<file path="config.mk">
export PLATFORM = sky130hd
export DESIGN_NAME = ddr_axi_reader
export DESIGN_NICKNAME = d
export VERILOG_FILES = /design/src/rtl/ddr_axi_pkg.sv /design/src/rtl/ddr_rd_burst_calc.sv /design/src/rtl/ddr_axi_reader.sv
export SDC_FILE = /design/constraint.sdc
export NUM_CORES = 1
export LEC_CHECK = 0
export ABC_AREA = 1
export CAP_MARGIN = 10
export CORE_MARGIN = 3
export CORE_UTILIZATION = 35
export CTS_CLUSTER_SIZE = 24
export DETAILED_ROUTE_END_ITERATION = 8
export MAX_ROUTING_LAYER = met4
export RECOVER_POWER = 100
export SLEW_MARGIN = 20
export SYNTH_ARGS = -nofsm -noshare
export SYNTH_HDL_FRONTEND = slang
export SYNTH_SLANG_ARGS = --single-unit
</file>
<file path="constraint.sdc">
create_clock -name clk -period 19.06 [get_ports clk]
set_input_delay 3.812 -clock clk [delete_from_list [all_inputs] [get_ports clk]]
set_output_delay 3.812 -clock clk [all_outputs]
set_load 0.1 [all_outputs]
</file>
<file path="src/rtl/ddr_axi_pkg.sv">
// Shared AXI3 constants and state encoding for the DDR3 ring-partition
// writer/reader pair.
package ddr_axi_pkg;

    localparam int ADDR_W    = 26;
    localparam int MAX_BURST = 16;
    localparam int FREE_W    = 11;

    localparam logic [1:0] BURST_INCR = 2'b01;
    localparam logic [2:0] SIZE_4B    = 3'b010;
    localparam logic [3:0] CACHE      = 4'b0011;
    localparam logic [1:0] RESP_OKAY  = 2'b00;

    typedef enum logic [2:0] {
        RD_IDLE,
        RD_CALC,
        RD_AR,
        RD_DATA,
        RD_DONE
    } rd_state_e;

endpackage

</file>
<file path="src/rtl/ddr_rd_burst_calc.sv">
// Burst length for the next read: the minimum of the burst cap, words
// available, output FIFO space and words left before the next 4KB page.
module ddr_rd_burst_calc
    import ddr_axi_pkg::*;
#(
    parameter int AW   = ddr_axi_pkg::ADDR_W,
    parameter int MAXB = ddr_axi_pkg::MAX_BURST
) (
    input  logic [AW-1:0]     rd_ptr_i,
    input  logic [AW-1:0]     wr_ptr_i,
    input  logic [FREE_W-1:0] fifo_free_i,
    output logic [AW-1:0]     avail_o,
    output logic [FREE_W-1:0] len_o
);

    logic [FREE_W-1:0] page_left;

    always_comb begin
        avail_o   = wr_ptr_i - rd_ptr_i;
        page_left = 11'd1024 - {1'b0, rd_ptr_i[9:0]};
        len_o     = FREE_W'(MAXB);
        if (avail_o < AW'(len_o)) begin
            len_o = avail_o[FREE_W-1:0];
        end
        if (fifo_free_i < len_o) begin
            len_o = fifo_free_i;
        end
        // 2^AW is a multiple of 1024, so this also stops bursts at the partition end
        if (page_left < len_o) begin
            len_o = page_left;
        end
    end

endmodule

</file>
<file path="src/rtl/ddr_axi_reader.sv">
// AXI3 read master draining the DDR3 ring partition into the output FIFO,
// one adaptive burst outstanding at a time.
module ddr_axi_reader
    import ddr_axi_pkg::*;
#(
    parameter logic [31:0] DDR3_BASE_ADDR = 32'h3000_0000,
    parameter int          ADDR_W         = ddr_axi_pkg::ADDR_W,
    parameter int          MAX_BURST      = ddr_axi_pkg::MAX_BURST
) (
    input  logic              clk,
    input  logic              rstn,
    input  logic              rd_enable,
    input  logic [ADDR_W-1:0] wr_word_ptr,
    input  logic              reset_addr,
    output logic [ADDR_W-1:0] rd_word_ptr,
    output logic [31:0]       fifo_din,
    output logic              fifo_wr,
    input  logic [10:0]       fifo_free,
    output logic [31:0]       m_axi_araddr,
    output logic [5:0]        m_axi_arid,
    output logic [3:0]        m_axi_arlen,
    output logic              m_axi_arvalid,
    input  logic              m_axi_arready,
    output logic [1:0]        m_axi_arburst,
    output logic [2:0]        m_axi_arsize,
    output logic [3:0]        m_axi_arcache,
    output logic [1:0]        m_axi_arlock,
    output logic [2:0]        m_axi_arprot,
    output logic [3:0]        m_axi_arqos,
    input  logic [31:0]       m_axi_rdata,
    input  logic [5:0]        m_axi_rid,
    input  logic [1:0]        m_axi_rresp,
    input  logic              m_axi_rlast,
    input  logic              m_axi_rvalid,
    output logic              m_axi_rready,
    output logic              axi_busy,
    output logic              rresp_err,
    output logic              proto_err
);

    rd_state_e         state_q, state_d;
    logic [ADDR_W-1:0] rd_ptr_q, rd_ptr_d;
    logic [5:0]        arid_q, arid_d;
    logic [3:0]        arlen_q, arlen_d;
    logic [31:0]       araddr_q, araddr_d;
    logic [10:0]       beats_exp_q, beats_exp_d;
    logic [10:0]       beat_cnt_q, beat_cnt_d;
    logic              done_cnt_q, done_cnt_d;
    logic [31:0]       fifo_din_q, fifo_din_d;
    logic              fifo_wr_q, fifo_wr_d;
    logic              rresp_err_q, rresp_err_d;
    logic              proto_err_q, proto_err_d;

    logic [ADDR_W-1:0] avail;
    logic [10:0]       len;

    ddr_rd_burst_calc #(
        .AW   (ADDR_W),
        .MAXB (MAX_BURST)
    ) u_calc (
        .rd_ptr_i    (rd_ptr_q),
        .wr_ptr_i    (wr_word_ptr),
        .fifo_free_i (fifo_free),
        .avail_o     (avail),
        .len_o       (len)
    );

    always_ff @(posedge clk) begin
        if (!rstn) begin
            state_q     <= RD_IDLE;
            rd_ptr_q    <= '0;
            arid_q      <= '0;
            arlen_q     <= '0;
            araddr_q    <= {DDR3_BASE_ADDR[31:28], {ADDR_W{1'b0}}, 2'b00};
            beats_exp_q <= '0;
            beat_cnt_q  <= '0;
            done_cnt_q  <= 1'b0;
            fifo_din_q  <= '0;
            fifo_wr_q   <= 1'b0;
            rresp_err_q <= 1'b0;
            proto_err_q <= 1'b0;
        end else begin
            state_q     <= state_d;
            rd_ptr_q    <= rd_ptr_d;
            arid_q      <= arid_d;
            arlen_q     <= arlen_d;
            araddr_q    <= araddr_d;
            beats_exp_q <= beats_exp_d;
            beat_cnt_q  <= beat_cnt_d;
            done_cnt_q  <= done_cnt_d;
            fifo_din_q  <= fifo_din_d;
            fifo_wr_q   <= fifo_wr_d;
            rresp_err_q <= rresp_err_d;
            proto_err_q <= proto_err_d;
        end
    end

    always_comb begin
        state_d     = state_q;
        rd_ptr_d    = rd_ptr_q;
        arid_d      = arid_q;
        arlen_d     = arlen_q;
        araddr_d    = araddr_q;
        beats_exp_d = beats_exp_q;
        beat_cnt_d  = beat_cnt_q;
        done_cnt_d  = done_cnt_q;
        fifo_din_d  = fifo_din_q;
        fifo_wr_d   = 1'b0;
        rresp_err_d = rresp_err_q;
        proto_err_d = proto_err_q;
        case (state_q)
            RD_IDLE: begin
                if (reset_addr) begin
                    rd_ptr_d = wr_word_ptr;
                end else if (rd_enable && (avail != '0) && (fifo_free != '0)) begin
                    state_d = RD_CALC;
                end
            end
            RD_CALC: begin
                if (len == '0) begin
                    state_d = RD_IDLE;
                end else begin
                    arlen_d     = 4'(len - 11'd1);
                    beats_exp_d = len;
                    araddr_d    = {DDR3_BASE_ADDR[31:28], rd_ptr_q, 2'b00};
                    arid_d      = arid_q + 6'd1;
                    beat_cnt_d  = '0;
                    state_d     = RD_AR;
                end
            end
            RD_AR: begin
                if (m_axi_arready) begin
                    state_d = RD_DATA;
                end
            end
            RD_DATA: begin
                if (m_axi_rvalid) begin
                    fifo_din_d = m_axi_rdata;
                    fifo_wr_d  = 1'b1;
                    rd_ptr_d   = rd_ptr_q + 1'b1;
                    beat_cnt_d = beat_cnt_q + 11'd1;
                    if (m_axi_rresp != RESP_OKAY) begin
                        rresp_err_d = 1'b1;
                    end
                    if (m_axi_rid != arid_q) begin
                        proto_err_d = 1'b1;
                    end
                    // Either terminator alone ends the burst; disagreement is a protocol fault
                    if (m_axi_rlast || (beat_cnt_d == beats_exp_q)) begin
                        state_d    = RD_DONE;
                        done_cnt_d = 1'b0;
                        if (m_axi_rlast != (beat_cnt_d == beats_exp_q)) begin
                            proto_err_d = 1'b1;
                        end
                    end
                end
            end
            RD_DONE: begin
                done_cnt_d = 1'b1;
                if (done_cnt_q) begin
                    state_d = RD_IDLE;
                end
            end
            default: begin
                state_d = RD_IDLE;
            end
        endcase
    end

    always_comb begin
        m_axi_arvalid = (state_q == RD_AR);
        m_axi_rready  = (state_q == RD_DATA);
        axi_busy      = (state_q != RD_IDLE);
    end

    assign rd_word_ptr   = rd_ptr_q;
    assign fifo_din      = fifo_din_q;
    assign fifo_wr       = fifo_wr_q;
    assign m_axi_araddr  = araddr_q;
    assign m_axi_arid    = arid_q;
    assign m_axi_arlen   = arlen_q;
    assign m_axi_arburst = BURST_INCR;
    assign m_axi_arsize  = SIZE_4B;
    assign m_axi_arcache = CACHE;
    assign m_axi_arlock  = 2'b00;
    assign m_axi_arprot  = 3'b000;
    assign m_axi_arqos   = 4'b0000;
    assign rresp_err     = rresp_err_q;
    assign proto_err     = proto_err_q;

endmodule

</file>
==> impl_metrics.env, run 1 <==
export IMPL_hold_path_depth=2
export IMPL_p_leak_uw=0.00566
export IMPL_period_share_pct=68.0
export IMPL_drc=0
export IMPL_pre_cts_ws_ns=7.79
export IMPL_syn2layout_area_growth_pct=28.7
export IMPL_r2r_cells=42
export IMPL_cts_repair_resized=0
export IMPL_antenna_found_initial=0
export IMPL_min_to="proto_err"
export IMPL_grt_overflow=0
export IMPL_status="complete, but fails checks"
export IMPL_core_area_um2=24700
export IMPL_first_iter_violations=715
export IMPL_p_per_area_nw_per_um2=93.9
export IMPL_hpwl_mm=21.6
export IMPL_synth_seq_area_share_pct=27.5
export IMPL_synth_edf_count=0
export IMPL_max_slew_margin_rel_pct=-89.3
export IMPL_finalMaxSlewViolations=171
export IMPL_timing_hold_ws_ns=0.439
export IMPL_rsz0062_at_grt="false"
export IMPL_start_util_pct=36.1
export IMPL_cts_tree="done"
export IMPL_r2r_end="beats_exp_q[8]"
export IMPL_place_congestion=0.919
export IMPL_cp_slowest_cell="clkbuf_1"
export IMPL_synth_cells=1442
export IMPL_yosysWarnings=0
export IMPL_drv_cap=3
export IMPL_cts_sinks=123
export IMPL_min_from="proto_err"
export IMPL_final_hold_violation_count=0
export IMPL_irDropWorstVdd_mv=0.0588
export IMPL_max_freq_mhz=77.1
export IMPL_grtUsageTotal_pct=20.5
export IMPL_clk_pin_slew_worst_paths_ns=0.06
export IMPL_drive_above_1_share_pct=4.01
export IMPL_detail_route_first_pass_iterations=6
export IMPL_finalSetupViolations=0
export IMPL_avgRoutedWirePerCell_um=14.5
export IMPL_synthFlopType="dfxtp_1"
export IMPL_violations="max-capacitance violations, max-slew violations"
export IMPL_cpMostUsedCell="nand2_1"
export IMPL_synth_area_per_cell_um2=6.20
export IMPL_worstReg2RegStart="rd_word_ptr[4]"
export IMPL_drt_vias_per_instance=4.88
export IMPL_ys_async_sr_fraction_pct=0
export IMPL_skew_ns=0.00836
export IMPL_max_stage_delay_ns=2.01
export IMPL_ys_types=49
export IMPL_root_buffer="clkbuf_16"
export IMPL_worst_ep_required_time_ns=19.40
export IMPL_synth_seq_cells=123
export IMPL_die_h_um=166
export IMPL_drt_wl_total_mm=28.2
export IMPL_dieArea_um2=27500
export IMPL_drtAntennaViolNets=0
export IMPL_antenna_cells=0
export IMPL_utilization_pct=46.5
export IMPL_clock_latency_ns=0.42
export IMPL_grt_pass1_wl_mm=45.3
export IMPL_postCtsSetupRepairBufs=0
export IMPL_path_max_fanout=64
export IMPL_mostFrequentLayoutCells="nand2_1, nor2_1, inv_1"
export IMPL_final_common_cell="nand2_1"
export IMPL_vias=9496
export IMPL_io_buffers=183
export IMPL_arrival_ns=13.31
export IMPL_grt_max_degree=90
export IMPL_path_class="in -> reg"
export IMPL_tightest_slew_ns=2.84
export IMPL_dieWidth_um=166
export IMPL_floorplan_rows=57
export IMPL_hold_class="reg -> reg"
export IMPL_setup_ws_ns=6.09
export IMPL_r2r_slack_ns=9.63
export IMPL_cts_hold_buf=0
export IMPL_worstSetupStartpointType="input port"
export IMPL_power_total_uw=1080
export IMPL_fin_nets=1744
export IMPL_htreeDepth=4
export IMPL_setup_tns_ns=0
export IMPL_grt_pass1_vias=8631
export IMPL_period_needed_ns=12.97
export IMPL_cts_max_path_buffers=2
export IMPL_numCtsBuffers=17
export IMPL_crit_path_end_kind="flip-flop"
export IMPL_ioPinCount=208
export IMPL_synth_area_um2=8940
==> state kept, by name, summed over array words and instances (netlist names) <==
signal / flops
proto_err: 1
rd_word_ptr: 26
m_axi_arlen: 4
beat_cnt_q: 11
m_axi_arid: 6
fifo_din: 32
state_q: 3
m_axi_araddr: 26
rresp_err: 1
fifo_wr: 1
done_cnt_q: 1
beats_exp_q: 11
==> layer usage <==
layer  vias up  wire length [um]  GRT usage, %
met5         -                 0             -
met4         0               376          4.48
met3        30              1630          3.76
met2       282             12900          32.8
met1      4292             13300          27.1
li1       4892                 -             -
==> logic make-up (layout without fill, tap and decap cells) <==
family                   after synthesis  after routing  share of synthesized area [%]
AND/OR/NAND/NOR                      755            755                           34.9
buffers and inverters                261            412                           13.1
AO/OA/AOI/OAI                        206            206                           12.8
flip-flops                           123            123                           27.5
adder cells (fa/ha/maj)               52             52                           7.36
XOR/XNOR                              43             43                           4.21
other                                  2             30                         0.0840
==> where the power goes <==
| group | total (uW) | switching [uW] | internal (uW) |
|---|---|---|---|
| clock network | 373 | 123 | 249 |
| registers | 297 | 20.3 | 276 |
| logic | 411 | 297 | 114 |
| total | 1080 | 441 | 640 |
==> critical path, delay by kind of cell <==
| family | cells | cell delay, ns |
|---|---|---|
| buf+inv | 7 | 3.39 |
| simple gates | 23 | 2.99 |
| compound gates | 8 | 1.75 |
| fa+ha+maj | 5 | 1.36 |
==> area by class of cell <==
| class | instances | area (um^2) |
|---|---|---|
| clock inverters | 14 | 243 |
| repair buffers | 191 | 1870 |
| flip-flops and latches | 123 | 2460 |
| clock buffers | 18 | 439 |
| inverters | 189 | 709 |
| well taps | 324 | 405 |
| multi-input cells | 1086 | 5380 |
| fillers | 2573 | 13200 |
==> metrics by stage <==
step                      cell area (um^2)  cells
after floorplan                       9050   1470
after global routing                 11500   1945
after CTS                            11600   1945
after global placement               10900   1913
after detailed placement             10900   1913
final                                11500   1945
==> synthesized netlist by cell type, types with 2 or more instances <==
master / n / area share (%)
a211oi_1: 4 / 0.34
a21oi_1: 64 / 3.6
a21oi_2: 8 / 0.78
a221oi_1: 4 / 0.39
a311oi_1: 2 / 0.20
a31oi_1: 4 / 0.28
and2_1: 2 / 0.14
buf_2: 7 / 0.39
buf_4: 28 / 2.3
buf_6: 6 / 0.76
buf_8: 2 / 0.34
clkbuf_1: 27 / 1.1
clkinv_1: 2 / 0.084
conb_1: 2 / 0.084
dfxtp_1: 123 / 28
ha_1: 51 / 7.1
inv_1: 179 / 7.5
inv_2: 8 / 0.34
nand2_1: 338 / 14
nand2_2: 11 / 0.77
nand2_4: 2 / 0.25
nand3_1: 83 / 4.6
nand3_2: 2 / 0.22
nand3b_1: 3 / 0.25
nand4_1: 25 / 1.7
nor2_1: 259 / 11
nor2_2: 5 / 0.35
nor3_1: 19 / 1.1
nor4_1: 3 / 0.21
o21ai_0: 69 / 3.9
o21ai_1: 37 / 2.1
o21bai_1: 2 / 0.17
o22ai_1: 2 / 0.14
o31ai_1: 2 / 0.17
or2_2: 2 / 0.14
xnor2_1: 13 / 1.3
xor2_1: 30 / 2.9
==> how the worst max path moves through the flow <==
stage / from / endpoint / depth (start not counted)
2_1_floorplan: wr_word_ptr[0] / m_axi_arid[2] / 44
3_3_place_gp: wr_word_ptr[0] / m_axi_arlen[0] / 44
3_5_place_dp: wr_word_ptr[0] / beat_cnt_q[4] / 44
4_1_cts: wr_word_ptr[0] / beat_cnt_q[4] / 44
5_1_grt: wr_word_ptr[0] / m_axi_araddr[9] / 43
6_report: wr_word_ptr[0] / beats_exp_q[8] / 43
(Power assumes the default switching activity.)
==> run 2: changes to the inputs <==
==> constraint.sdc (replaced) <==
create_clock -name clk -period 12.26 [get_ports clk]
set_input_delay 2.452 -clock clk [delete_from_list [all_inputs] [get_ports clk]]
set_output_delay 2.452 -clock clk [all_outputs]
set_load 0.1 [all_outputs]
==> run 2 against run 1 <==
The run still ends with max-capacitance violations, max-slew violations left. Clock skew grew 0.0027 ns. Core utilization is 0.31 points lower. Final area is 0.67% lower. Global-route usage up 0.31 points. Flip-flop and latch count is the same. Power grew 50%. Die area stayed put. Cell count is the same. Largest cell class unchanged.
==> impl_metrics.env, run 2 (synthesis results as in run 1) <==
export IMPL_status="complete, but fails checks"
export IMPL_violations="max-capacitance violations, max-slew violations"
export IMPL_floorplan_rows=57
export IMPL_syn2layout_area_growth_pct=27.8
export IMPL_mostFrequentLayoutCells="nand2_1, nor2_1, inv_1"
export IMPL_max_stage_delay_ns=0.95
export IMPL_worst_ep_required_time_ns=12.56
export IMPL_crit_path_end_kind="flip-flop"
export IMPL_fin_nets=1744
export IMPL_antenna_cells=0
export IMPL_root_buffer="clkbuf_16"
export IMPL_irDropWorstVdd_mv=0.0988
export IMPL_period_needed_ns=10.35
export IMPL_drv_cap=1
export IMPL_final_common_cell="nand2_1"
export IMPL_clk_pin_slew_worst_paths_ns=0.05
export IMPL_cts_sinks=123
export IMPL_drt_wl_total_mm=28.5
export IMPL_hpwl_mm=21.8
export IMPL_start_util_pct=36.1
export IMPL_finalMaxSlewViolations=55
export IMPL_drc=0
export IMPL_drive_above_1_share_pct=3.82
export IMPL_numCtsBuffers=17
export IMPL_htreeDepth=4
export IMPL_hold_class="reg -> reg"
export IMPL_cp_slowest_cell="clkbuf_2"
export IMPL_min_to="proto_err"
export IMPL_cp_depth=44
export IMPL_max_freq_mhz=96.6
export IMPL_cts_tree="done"
export IMPL_r2r_end="beat_cnt_q[8]"
export IMPL_postCtsSetupRepairBufs=0
export IMPL_finalSetupViolations=0
export IMPL_place_congestion=0.915
export IMPL_p_leak_uw=0.00563
export IMPL_vias=9477
export IMPL_setup_tns_ns=0
export IMPL_drt_vias_per_instance=4.87
export IMPL_largest_reg_flops=32
export IMPL_core_area_um2=24700
export IMPL_antenna_found_initial=0
export IMPL_tightest_slew_ns=1.75
export IMPL_min_from="proto_err"
export IMPL_period_share_pct=84.4
export IMPL_rsz0062_at_grt="false"
export IMPL_arrival_ns=10.65
export IMPL_hold_path_depth=2
export IMPL_skew_ns=0.0111
export IMPL_avgRoutedWirePerCell_um=14.7
export IMPL_grt_pass1_wl_mm=46.0
export IMPL_path_max_fanout=64
export IMPL_crit_buf_inv=7
export IMPL_final_hold_violation_count=0
export IMPL_clock_latency_ns=0.42
export IMPL_drtAntennaViolNets=0
export IMPL_cpMostUsedCell="nand2_1"
export IMPL_worstSetupStartpointType="input port"
export IMPL_grt_overflow=0
export IMPL_dieArea_um2=27500
export IMPL_cts_repair_resized=0
export IMPL_cts_max_path_buffers=2
export IMPL_path_delay_family="simple AND/OR/NAND/NOR gates"
export IMPL_p_per_area_nw_per_um2=142
export IMPL_cts_hold_buf=0
export IMPL_fillCellCount=2588
export IMPL_utilization_pct=46.2
export IMPL_r2r_slack_ns=4.09
export IMPL_ioPinCount=208
export IMPL_grtUsageTotal_pct=20.8
export IMPL_grt_max_degree=90
export IMPL_dieWidth_um=166
export IMPL_die_h_um=166
export IMPL_detail_route_first_pass_iterations=5
export IMPL_grt_pass1_vias=8689
export IMPL_max_slew_margin_rel_pct=-16.6
export IMPL_worstReg2RegStart="rd_word_ptr[5]"
export IMPL_path_class="in -> reg"
export IMPL_first_iter_violations=655
export IMPL_io_buffers=183
export IMPL_r2r_cells=42
run 2: cell count changes in the layout (fill, tap and decap cells not counted), moves of 2 or more:
cell / previous run / this run
a21oi_2: 0 / 2
bufinv_16: 6 / 3
clkbuf_1: 4 / 7
clkinvlp_4: 3 / 1
clkinv_2: 1 / 3
nand3_1: 83 / 85
a21oi_1: 72 / 70
clkbuf_8: 1 / 3
nand3_2: 2 / 0
clkinv_4: 3 / 0
run 2: tightest hold or removal path, delay by kind of cell, from the launching register on:
| family | cells | cell delay (ns) |
|---|---|---|
| simple gates | 2 | 0.09 |
| flops | 1 | 0.31 |
run 2: how the worst max path moves through the flow:
stage	from	to
2_1_floorplan	wr_word_ptr[0]	m_axi_arid[2]
3_3_place_gp	wr_word_ptr[0]	m_axi_arlen[0]
3_5_place_dp	wr_word_ptr[0]	beat_cnt_q[5]
4_1_cts	wr_word_ptr[0]	beat_cnt_q[5]
5_1_grt	wr_word_ptr[0]	beat_cnt_q[5]
6_report	wr_word_ptr[0]	beat_cnt_q[8]
run 2: where the power goes:
group | internal [uW] | switching [uW] | total (uW)
sequential | 430 | 30.9 | 461
combinational | 178 | 465 | 644
clock | 335 | 181 | 516
run 2: per-layer routing:
layer  track usage [%]  wire, um  part of all wire [%]  up-vias
met1              27.6     13500                    47     4287
li1                  -         -                     -     4887
met3              3.93      1660                   5.8       28
met4              4.48       380                   1.3        0
met5                 -         0                     0        -
met2              33.1     12900                    45      275
run 2: through the flow:
stage                     cells  hold WS [ns]  total power, uW  cell area (um^2)  worst slack, ns
final                      1945         0.441             1620             11400             1.91
after global routing       1945         0.470             1720             11400            0.950
after CTS                  1945         0.447             1650             11500             2.72
after detailed placement   1913         0.436             1120             10900             2.29
after global placement     1913         0.434             1120             10900             2.43
after floorplan            1470         0.435              967              9050             3.56
run 2: layout make-up:
class,count,area (um^2),area share (%)
inverter,189,709,6.21
clock buffer,25,485,4.25
clock inverter,7,113,0.985
timing repair buffer,191,1880,16.4
multi-input combinational,1086,5380,47.1
sequential,123,2460,21.5
tap,324,405,3.55
==> run 3: changes to the inputs <==
==> constraint.sdc (replaced) <==
create_clock -name clk -period 10 [get_ports clk]
set_input_delay 2 -clock clk [delete_from_list [all_inputs] [get_ports clk]]
set_output_delay 2 -clock clk [all_outputs]
set_load 0.1 [all_outputs]
==> run 3 against run 2 <==
The run now ends clean. Worst hold slack better by 0.00055 ns. Clock skew down 0.0020 ns. Cell count about the same. Register-to-register slack worse by 1.5 ns. Core utilization up 0.20 points. Sequential share of layout area down 0.092 points. Routed wire length up 0.62%. Count of clock-buffer cells in the layout down 7. First-iteration DRC count down 0.61%. Sequential power up 23%. Via count down 0.49%. Combinational power up 24%.
==> impl_metrics.env, run 3 (synthesis results as in run 1) <==
export IMPL_cts_repair_resized=0
export IMPL_period_share_pct=90.6
export IMPL_path_max_fanout=64
export IMPL_io_buffers=183
export IMPL_worstSetupStartpointType="input port"
export IMPL_dieArea_um2=27500
export IMPL_fin_nets=1745
export IMPL_start_util_pct=36.1
export IMPL_final_hold_violation_count=0
export IMPL_crit_path_end_kind="flip-flop"
export IMPL_max_freq_mhz=110
export IMPL_clock_latency_ns=0.42
export IMPL_mostFrequentLayoutCells="nand2_1, nor2_1, inv_1"
export IMPL_vias=9431
export IMPL_cts_max_path_buffers=2
export IMPL_root_buffer="clkbuf_16"
export IMPL_grt_pass1_vias=8781
export IMPL_hpwl_mm=21.9
export IMPL_first_iter_violations=651
export IMPL_antenna_cells=0
export IMPL_max_slew_margin_rel_pct=28.0
export IMPL_grt_pass1_wl_mm=46.2
export IMPL_worst_ep_required_time_ns=10.26
export IMPL_grt_overflow=0
export IMPL_p_per_area_nw_per_um2=174
export IMPL_clk_pin_slew_worst_paths_ns=0.06
export IMPL_rsz0062_at_grt="false"
export IMPL_switching_share_pct=42.7
export IMPL_cts_hold_buf=0
export IMPL_power_switching_uw=855
export IMPL_drt_vias_per_instance=4.85
export IMPL_cts_tree="done"
export IMPL_grt_max_degree=90
export IMPL_detail_route_first_pass_iterations=7
export IMPL_cts_sinks=123
export IMPL_avgRoutedWirePerCell_um=14.7
export IMPL_drv_cap=0
export IMPL_timing_hold_ws_ns=0.442
export IMPL_die_h_um=166
export IMPL_place_congestion=0.891
export IMPL_finalMaxSlewViolations=0
export IMPL_skew_ns=0.00909
export IMPL_status="finished, final reports clean"
export IMPL_htreeDepth=4
export IMPL_dieWidth_um=166
export IMPL_floorplan_rows=57
export IMPL_grtUsageTotal_pct=20.9
export IMPL_drc=0
export IMPL_pre_cts_ws_ns=0.518
export IMPL_p_int_uw=1150
export IMPL_fillCellCount=2599
export IMPL_cp_slowest_cell="buf_4"
export IMPL_combPwrFrac_pct=39.7
export IMPL_setup_ws_ns=0.941
export IMPL_tightest_slew_ns=1.08
export IMPL_hold_class="reg -> reg"
export IMPL_antenna_found_initial=0
export IMPL_utilization_pct=46.4
export IMPL_p_clk_share_pct=32.0
export IMPL_core_area_um2=24700
export IMPL_numCtsBuffers=17
export IMPL_finalSetupViolations=0
export IMPL_irDropWorstVdd_mv=0.125
export IMPL_fin_area_um2=11500
export IMPL_postCtsSetupRepairBufs=0
export IMPL_p_leak_uw=0.00565
export IMPL_max_stage_delay_ns=0.53
export IMPL_period_needed_ns=9.06
export IMPL_path_class="in -> reg"
export IMPL_drt_wl_total_mm=28.7
export IMPL_syn2layout_area_growth_pct=28.4
export IMPL_drive_above_1_share_pct=4.32
export IMPL_placedInstanceArea_um2=10900
export IMPL_power_frac_seq_pct=28.2
export IMPL_drtAntennaViolNets=0
export IMPL_cpMostUsedCell="nand2_1"
export IMPL_arrival_ns=9.32
export IMPL_ioPinCount=208
export IMPL_setup_tns_ns=0
export IMPL_final_common_cell="nand2_1"
export IMPL_largest_reg_flops=32
==> run 3: changes by cell type in the layout (fill, tap and decap cells not counted), moves of 4 or more <==
cell / delta
a21oi_1: -6
o21ai_0: -24
o21ai_1: +24
clkbuf_1: -5
nand2_2: -4
nand2_1: +4
a21oi_2: +6
clkinv_4: +6
==> run 3: power groups by stage <==
stage / Clock, uW / Sequential, uW / Combinational (uW)
2_1_floorplan: 0 / 748 / 438
3_3_place_gp: 0 / 578 / 802
3_5_place_dp: 0 / 577 / 803
4_1_cts: 652 / 567 / 807
5_1_grt: 678 / 571 / 877
6_report: 642 / 565 / 796
==> run 3: cell type report <==
type	instances	area [um^2]	share of cell area [%]
clock buffer	18	439	3.83
clock inverter	14	173	1.50
inverter	189	709	6.18
multi-input combinational	1086	5390	47.0
sequential	123	2460	21.4
tap	324	405	3.53
timing repair buffer	192	1900	16.5
==> run 3: path summary, 6_finish.rpt <==
check                       from  cells after the start    endpoint  slack, ns
setup reg to reg  rd_word_ptr[4]                     43  state_q[1]       2.59
hold / removal         proto_err                      2   proto_err       0.44
hold reg to reg        proto_err                      2   proto_err       0.44
setup / recovery  wr_word_ptr[0]                     44  state_q[1]       0.94
==> run 3: metrics by stage <==
step	instances	power [uW]
after CTS	1946	2030
after floorplan	1470	1190
after global routing	1946	2130
after global placement	1914	1380
final	1946	2000
after detailed placement	1914	1380
==> run 3: per-layer routing <==
layer,up-vias,track usage (%),share of wire [%]
li1,4879,-,-
met1,4252,27.9,49
met2,274,32.8,45
met3,26,3.93,4.8
met4,0,4.99,1.5
met5,-,-,0
==> run 3: worst max-delay path: cells and delay by family <==
| kind | cells | cell delay (ns) |
|---|---|---|
| AO/OA/AOI/OAI | 8 | 1.38 |
| adder cells (fa/ha/maj) | 5 | 1.36 |
| AND/OR/NAND/NOR | 24 | 2.77 |
| buffers and inverters | 7 | 1.75 |
